### src/rtl/ofmap_output_serializer_if.sv
// ofmap_output_serializer_if
//   Groups the two bundles that the serializer drives. One is the buffer read port. The other is
//   the 16-bit valid/ready output stream.
//   master : serializer side (drives ren/raddr/output_*, receives rdata/output_rdy)
//   slave  : buffer + downstream side
//   Signals:
//     ren, raddr   buffer read request; rdata returns one cycle after ren
//     output_dat/output_vld/output_rdy  serialized stream
//     output_last  present only when OFMAP_OUT_LAST_EN is defined
interface ofmap_output_serializer_if #(
  parameter int OC0             = 4,
  parameter int BANK_ADDR_WIDTH = 16
);
  logic                       ren;
  logic [BANK_ADDR_WIDTH-1:0] raddr;
  logic [16*OC0-1:0]          rdata;
  logic [15:0]                output_dat;
  logic                       output_vld;
  logic                       output_rdy;
`ifdef OFMAP_OUT_LAST_EN
  logic                       output_last;
`endif

  modport master (
    output ren, raddr, output_dat, output_vld,
`ifdef OFMAP_OUT_LAST_EN
    output output_last,
`endif
    input  rdata, output_rdy
  );

  modport slave (
    input  ren, raddr, output_dat, output_vld,
`ifdef OFMAP_OUT_LAST_EN
    input  output_last,
`endif
    output rdata, output_rdy
  );
endinterface

### src/rtl/ofmap_output_serializer.sv
// ofmap_output_serializer
//   Reads OC0-lane words from the read bank of the ofmap double buffer. It then de-chains each word
//   into 16-bit beats on a valid/ready stream, lane 0 first. Bank hand-over is coordinated with the
//   main FSM through start_new_read_bank / read_bank_ready_to_switch / switch.
//   Ports:
//     clk, rst                   single clock, synchronous active-high reset
//     config_data_ofmap_words    buffer words per bank (N), latched in IDLE on config_done
//     config_done                configuration valid
//     start_new_read_bank        read bank holds fresh data (honoured in WAIT only)
//     switch                     banks switching this cycle (honoured in DONE only)
//     read_bank_ready_to_switch  bank drained; held until switch
//     read_bank_count            completed banks, 0..1 wrapping
//     bus                        ofmap_output_serializer_if.master (buffer read + output stream)
//   Optional feature: define OFMAP_OUT_LAST_EN to add bus.output_last. It marks the final beat of a bank.
module ofmap_output_serializer #(
  parameter int OC0             = 4,
  parameter int BANK_ADDR_WIDTH = 16
) (
  input  logic                       clk,
  input  logic                       rst,
  input  logic [BANK_ADDR_WIDTH-1:0] config_data_ofmap_words,
  input  logic                       config_done,
  input  logic                       start_new_read_bank,
  input  logic                       switch,
  output logic                       read_bank_ready_to_switch,
  output logic [BANK_ADDR_WIDTH-1:0] read_bank_count,
  ofmap_output_serializer_if.master  bus
);
  localparam int LANE_W = (OC0 > 1) ? $clog2(OC0) : 1;

  typedef enum logic [2:0] {
    S_IDLE, S_WAIT, S_READ, S_LOAD, S_SHIFT, S_DONE
  } state_t;

  state_t                     state, state_n;
  logic [BANK_ADDR_WIDTH-1:0] cfg_n;
  logic [BANK_ADDR_WIDTH-1:0] addr;
  logic [LANE_W-1:0]          lane;
  logic [16*OC0-1:0]          shreg;

  logic                       fire;
  logic                       last_lane;
  logic                       last_addr;

  assign fire      = (state == S_SHIFT) && bus.output_rdy;
  assign last_lane = (lane == LANE_W'(OC0 - 1));
  // N==0 never reaches the compare; it is short-circuited to DONE from WAIT.
  assign last_addr = (addr == (cfg_n - BANK_ADDR_WIDTH'(1)));

  always_ff @(posedge clk) begin
    if (rst) state <= S_IDLE;
    else     state <= state_n;
  end

  always_comb begin
    state_n = state;
    case (state)
      S_IDLE:  if (config_done) state_n = S_WAIT;
      S_WAIT:  if (start_new_read_bank)
                 state_n = (cfg_n == '0) ? S_DONE : S_READ;
      S_READ:  state_n = S_LOAD;
      S_LOAD:  state_n = S_SHIFT;
      S_SHIFT: if (fire && last_lane)
                 state_n = last_addr ? S_DONE : S_READ;
      S_DONE:  if (switch) state_n = S_WAIT;
      default: state_n = S_IDLE;
    endcase
  end

  always_ff @(posedge clk) begin
    if (rst) begin
      cfg_n                     <= '0;
      addr                      <= '0;
      lane                      <= '0;
      shreg                     <= '0;
      read_bank_ready_to_switch <= 1'b0;
      read_bank_count           <= '0;
    end else begin
      case (state)
        S_IDLE:  if (config_done) cfg_n <= config_data_ofmap_words;
        S_WAIT:  if (start_new_read_bank) addr <= '0;
        S_LOAD: begin
          shreg <= bus.rdata;
          lane  <= '0;
        end
        S_SHIFT: if (fire) begin
          shreg <= shreg >> 16;
          lane  <= lane + LANE_W'(1);
          if (last_lane && !last_addr) addr <= addr + BANK_ADDR_WIDTH'(1);
        end
        S_DONE:  if (switch) begin
          read_bank_ready_to_switch <= 1'b0;
          read_bank_count <= (read_bank_count == '0) ? BANK_ADDR_WIDTH'(1) : '0;
        end
        default: ;
      endcase
      // Flag is a register so it is clean for the main FSM; raised on the DONE entry edge.
      if (state_n == S_DONE && state != S_DONE) read_bank_ready_to_switch <= 1'b1;
    end
  end

  // Output data changes only on an accepted beat, so it is stable while stalled.
  assign bus.ren        = (state == S_READ);
  assign bus.raddr      = addr;
  assign bus.output_vld = (state == S_SHIFT);
  assign bus.output_dat = (state == S_SHIFT) ? shreg[15:0] : 16'h0;
`ifdef OFMAP_OUT_LAST_EN
  assign bus.output_last = (state == S_SHIFT) && last_lane && last_addr;
`endif
endmodule
### src/flat_wrapper.sv
// flat-port wrapper written by rule: the top's interface ports become plain ports
module ofmap_output_serializer_flat 
#(
  parameter int OC0             = 4,
  parameter int BANK_ADDR_WIDTH = 16
)
  (clk, rst, config_data_ofmap_words, config_done, start_new_read_bank, switch, read_bank_ready_to_switch, read_bank_count, bus_ren, bus_raddr, bus_output_dat, bus_output_vld, bus_rdata, bus_output_rdy);
  ofmap_output_serializer_if #(.OC0(OC0), .BANK_ADDR_WIDTH(BANK_ADDR_WIDTH)) bus_i ();
  input  logic clk;
  input  logic rst;
  input  logic [BANK_ADDR_WIDTH-1:0] config_data_ofmap_words;
  input  logic config_done;
  input  logic start_new_read_bank;
  input  logic switch;
  output logic read_bank_ready_to_switch;
  output logic [BANK_ADDR_WIDTH-1:0] read_bank_count;
  output wire logic [$bits(bus_i.ren)-1:0] bus_ren;
  output wire logic [$bits(bus_i.raddr)-1:0] bus_raddr;
  output wire logic [$bits(bus_i.output_dat)-1:0] bus_output_dat;
  output wire logic [$bits(bus_i.output_vld)-1:0] bus_output_vld;
  input wire logic [$bits(bus_i.rdata)-1:0] bus_rdata;
  input wire logic [$bits(bus_i.output_rdy)-1:0] bus_output_rdy;
  assign bus_ren = bus_i.ren;
  assign bus_raddr = bus_i.raddr;
  assign bus_output_dat = bus_i.output_dat;
  assign bus_output_vld = bus_i.output_vld;
  assign bus_i.rdata = bus_rdata;
  assign bus_i.output_rdy = bus_output_rdy;
  ofmap_output_serializer #(.OC0(OC0), .BANK_ADDR_WIDTH(BANK_ADDR_WIDTH)) u_core (.clk(clk), .rst(rst), .config_data_ofmap_words(config_data_ofmap_words), .config_done(config_done), .start_new_read_bank(start_new_read_bank), .switch(switch), .read_bank_ready_to_switch(read_bank_ready_to_switch), .read_bank_count(read_bank_count), .bus(bus_i));
endmodule
### config.mk
export PLATFORM = sky130hd
export DESIGN_NAME = ofmap_output_serializer_flat
export DESIGN_NICKNAME = d
export VERILOG_FILES = /design/src/rtl/ofmap_output_serializer_if.sv /design/src/rtl/ofmap_output_serializer.sv /design/src/flat_wrapper.sv
export SDC_FILE = /design/constraint.sdc
export NUM_CORES = 1
export LEC_CHECK = 0
export ABC_AREA = 1
export CORE_ASPECT_RATIO = 1.1
export CORE_MARGIN = 4
export CORE_UTILIZATION = 54
export CTS_CLUSTER_SIZE = 40
export DETAILED_ROUTE_END_ITERATION = 8
export PLACE_DENSITY = 0.87
export SLEW_MARGIN = 20
export SYNTH_ARGS = -nofsm -noshare
export SYNTH_HDL_FRONTEND = slang
export SYNTH_SLANG_ARGS = --single-unit
### constraint.sdc
create_clock -name clk -period 5.95 [get_ports clk]
set_input_delay 0.8925 -clock clk [delete_from_list [all_inputs] [get_ports clk]]
set_output_delay 0.8925 -clock clk [all_outputs]
set_load 0.03 [all_outputs]
# After elaboration in Yosys (flattened, before gate mapping)

Index checks and enable logic that the tools add are counted.

Bits in registers: 118
Logic and storage cells: 59
Bits in latches: 0
ROM bits: 0
Bits of input ports: 86
Output and inout port bits: 51
RAM bits: 0
Memories kept: 0

Equal/unequal tests: 12
Add/subtract/negate cells: 3
Divide/modulo/power cells: 0
Bitwise operators: 0
Multiplexer cells: 20
Reduce and logical (&&, ||, !) cells: 17
Shift operators: 0
$lt $le $gt $ge: 0
$mul: 0

Operator list:

| kind                    | number |
|---|---|
| $pmux W64 S2            | 1 |
| $mux W16                | 4 |
| $mux W64                | 1 |
| $logic_not A16 Y1       | 2 |
| $pmux W16 S2            | 1 |
| $mux W3                 | 6 |
| $pmux W3 S6             | 1 |
| $add A16 B1 Y16 const B | 1 |
| $eq A16 B16 Y1          | 1 |
| $sub A16 B1 Y16 const B | 1 |
| $eq A3 B3 Y1 const B    | 3 |
| $reduce_and A2 Y1       | 4 |
| $reduce_bool A2 Y1      | 4 |
| $eq A3 B2 Y1 const B    | 2 |
| $logic_and A1 B1 Y1     | 4 |
| $mux W1                 | 4 |
| $ne A2 B1 Y1 const B    | 2 |
| $pmux W2 S2             | 1 |
| $reduce_and A4 Y1       | 1 |
| $eq A3 B1 Y1 const B    | 1 |
| $logic_not A3 Y1        | 1 |
| $ne A3 B3 Y1 const B    | 1 |
| $add A2 B1 Y2 const B   | 1 |
| $eq A2 B2 Y1 const B    | 1 |
| 3 further kinds         | 3 |

# Depth between registers and ports, before layout

Word-level depth: 9
Mapped depth: 17
Mapped depth without buffers: 16

# Worst setup path before layout

Ideal clock, no wire load.

Path type: reg-to-output
Start point: reg u_core.state[1]
End point: out bus_output_dat[0]
Arrival: 1416 ps
Cell stages (with the launch flop): 6
Required time: 5058 ps
Slack: 3642 ps
Buffers on the path: 2
Path through: dfxtp_1 > nor2_1 > nand2_1 > clkbuf_1 > buf_1 > nor2_1

Cells in the longest elaborated chain, start to end: 2

RTL lines:

| what                     | line                           | RTL |
|---|---|---|
| start: declaration       | ofmap_output_serializer.sv:35  | `state_t state, state_n;` |
| start signal: assignment | ofmap_output_serializer.sv:52  | `else state <= state_n;` |
| $eq A3 B3 Y1             | ofmap_output_serializer.sv:106 | `assign bus.output_dat = (state == S_SHIFT) ? shreg[15:0] : 16'h0;` |
| $mux W16                 | ofmap_output_serializer.sv:106 |  |
| end: declaration         | flat_wrapper.sv:19             | `output wire logic [$bits(bus_i.output_dat)-1:0] bus_output_dat;` |

No other way between the ends.

# Final worst setup path

Start point: reg u_core.state[0]
End point: out bus_output_dat[1]

The elaborated chain is that of the path after synthesis.

==> flow_summary_export.csv <==
group,metric,value,unit
run_status,run_status,"completed",
logic_synthesis,ys_types,35,
floorplanning,die_y,113,um
power,p_per_area,229,nW/um^2
place,place_congestion,0.930,
global_route,grt.total_usage,0.232,
power,ir_drop,0.000131,V
logic_synthesis,synth.area.top_cells,"dfxtp_1, nand2_1, nor2_1",
logic_synthesis,netlist_area,5440,um^2
drt,routedWlPerCell,14.2,um
drt,wl,14200,um
floorplanning,die_area,11700,um^2
timing,finalCriticalPeriod,3590,ps
global_route,overflow,0,
timing,tns,0,ps
drt,drt_iter0_markers,307,
drt,firstDrtPassIters,6,
logic_synthesis,synth_edf_count,0,
timing,skew,14.2,ps
drt,wl_met3,660,um
drt,via_per_inst,5.32,
clock_tree,clk_pin_slew,110,ps
global_route,grt_pass1_wl,22500,um
worst_setup_path,end_kind,"output port",
clock_tree,clk_path_buf_depth,2,
logic_synthesis,yosys_warnings,0,
timing,tightest_slew,1100,ps
cells_and_area,layout-drive-gt1-share,0.0658,
cells_and_area,diodes,0,
floorplanning,ioPinCount,137,
clock_tree,numClockSinks,103,
cells_and_area,fin_area,6780,um^2
worst_setup_path,worst-path-max-fanout,66,
logic_synthesis,yosysTopAreaCellShare,0.379,
logic_synthesis,synth_common_cells,"nand2_1, nor2_1, dfxtp_1",
logic_synthesis,async_flop_share,0,
drt,remaining_drc_errors,0,
worst_setup_path,cp-start-kind,"flip-flop",
cells_and_area,syn_to_final_growth,24.7,%
drt,met2_length,6830,um
clock_tree,insertion_delay,380,ps
logic_synthesis,avgSynthCellArea,6.87,um^2
logic_synthesis,synth_top_flop_cell,"dfxtp_1",
run,drv_cap,0,
drt,top_layer_used,"met4",
global_route,grt_pass1_vias,4789,
min_path,hp-class,"reg2reg",
timing,fmax,278,MHz
timing,slew_violations,0,
drt,vias,5331,
clock_tree,cts_buffers,9,
floorplanning,core-area,9840,um^2
global_route,antenna_found_initial,0,
floorplanning,die_w,104,um
clock_tree,cts_root_buffer,"clkbuf_8",
logic_synthesis,seq_area_frac_synth,0.379,
clock_tree,cts_tree,"yes",
logic_synthesis,yosys.area.top_type,"dfxtp_1",
clock_tree,cts_resized,0,
worst_setup_path,cp.arrival,2700,ps
place,port_buffers,121,
floorplanning,num_rows,38,
worst_setup_path,path_class,"reg2out",
clock_tree,postCtsSetupRepairBufs,0,
timing,finalHoldViolations,0,
place,dp_hpwl,9820,um
clock_tree,cts_hold_buffers,0,
cells_and_area,fin_nets,966,
drt,antenna_left,0,
clock_tree,htreeDepth,3,
logic_synthesis,syn_inst,791,
worst_setup_path,required,5060,ps
global_route,grt_start_max_net_pins,117,
logic_synthesis,yosysMostFrequentCell,"nand2_1",
drt,drt-met1-wl,6250,um
timing,rsz0062_at_grt,"false",
place,placedInstanceArea,6560,um^2
timing,max_slew_margin,0.265,
timing,setup_viol,0,
timing,fin_crit_sh,0.604,
floorplanning,initial_utilization,0.553,
logic_synthesis,synth-seq-cells,103,
power,cellLeakagePower,2.44,nW
==> path summary, 6_finish.rpt <==
check                                startpoint                             to  slack, ps  depth (start not counted)
setup / recovery     u_core.state[0]$_SDFF_PP0_              bus_output_dat[1]       2360                          5
hold / removal    u_core.shreg[56]$_SDFFE_PP0P_  u_core.shreg[56]$_SDFFE_PP0P_        470                          2
setup reg to reg     u_core.state[1]$_SDFF_PP0_  u_core.shreg[55]$_SDFFE_PP0P_       2700                          9
hold reg to reg   u_core.shreg[56]$_SDFFE_PP0P_  u_core.shreg[56]$_SDFFE_PP0P_        470                          2
==> worst max-delay path, stage by stage (launching register included) <==
cell,delay (ps)
dfxtp_1,400
nor2_1,80
nand2_2,460
buf_4,640
nor2_1,90
clkdlybuf4s50_1,620
==> metrics by stage <==
| stage | instances | hold WS (ps) | worst slack, ps | util | total power, mW |
|---|---|---|---|---|---|
| 2_1_floorplan | 805 | 445 | 3640 | - | 1.01 |
| 3_3_place_gp | 986 | 451 | 2370 | 0.667 | 1.10 |
| 3_5_place_dp | 986 | 456 | 2330 | 0.667 | 1.11 |
| 4_1_cts | 1002 | 474 | 2310 | 0.688 | 1.55 |
| 5_1_grt | 1002 | 490 | 2180 | 0.689 | 1.62 |
| 6_report | 1002 | 473 | 2360 | 0.689 | 1.55 |
==> cell families (layout without fill, tap and decap cells) <==
logic type | after synthesis | count (layout) | synth area share
and+or+nand+nor | 433 | 433 | 0.332
buffers and inverters | 113 | 190 | 0.0927
AOI/OAI and AO/OA | 111 | 111 | 0.145
DFF | 103 | 103 | 0.379
xor gates and xnor gates | 27 | 27 | 0.0435
adders and majority gates | 3 | 3 | 0.00690
other | 1 | 15 | 0.000690
==> layout by cell type, fill, tap and decap left out, types with 2 or more instances in the layout <==
cell type,synthesis,layout
nand2_4,2,2
a311oi_1,48,48
xor2_1,18,18
ha_1,3,3
nor2_1,117,117
inv_6,0,3
or2_2,2,2
inv_2,3,3
nor3_1,10,10
and2_1,2,2
nand3b_1,2,2
a21oi_2,9,9
a211oi_1,5,5
clkinv_8,0,3
xnor2_1,9,9
o21ai_0,3,3
buf_4,15,3
clkinv_1,2,2
clkbuf_8,0,9
nand2_2,13,14
nand2_1,220,218
inv_1,46,46
conb_1,1,15
nand4_1,4,4
o21ai_1,2,2
nor2_2,7,7
clkdlybuf4s50_1,0,120
dfxtp_1,103,103
a21oi_1,42,42
nand3_1,52,52
==> metal layers <==
layer | track usage | vias up
met2 | 0.402 | 170
li1 | - | 2731
met5 | 0 | -
met1 | 0.284 | 2396
met3 | 0.0376 | 34
met4 | 0.111 | 0
==> final cells by class <==
| cell class | instances | area (um^2) |
|---|---|---|
| Clock inverter | 7 | 86.3 |
| Clock buffer | 9 | 124 |
| Sequential cell | 103 | 2060 |
| Inverter | 51 | 191 |
| Fill cell | 847 | 3060 |
| Tap cell | 120 | 150 |
| Multi-Input combinational cell | 589 | 2940 |
| Timing Repair Buffer | 123 | 1220 |
==> power breakdown <==
group          internal (mW)  switching [mW]
sequential             0.727          0.0285
clock                  0.170           0.281
combinational          0.138           0.204
==> flip-flops by register name (all words and copies together), names as in the netlist <==
register	flops
u_core.lane	2
u_core.cfg_n	16
u_core.shreg	64
u_core.read_bank_ready_to_switch	1
u_core.bus.raddr	16
u_core.read_bank_count	1
u_core.state	3
Note: power is estimated with default switching activity, not from simulation.
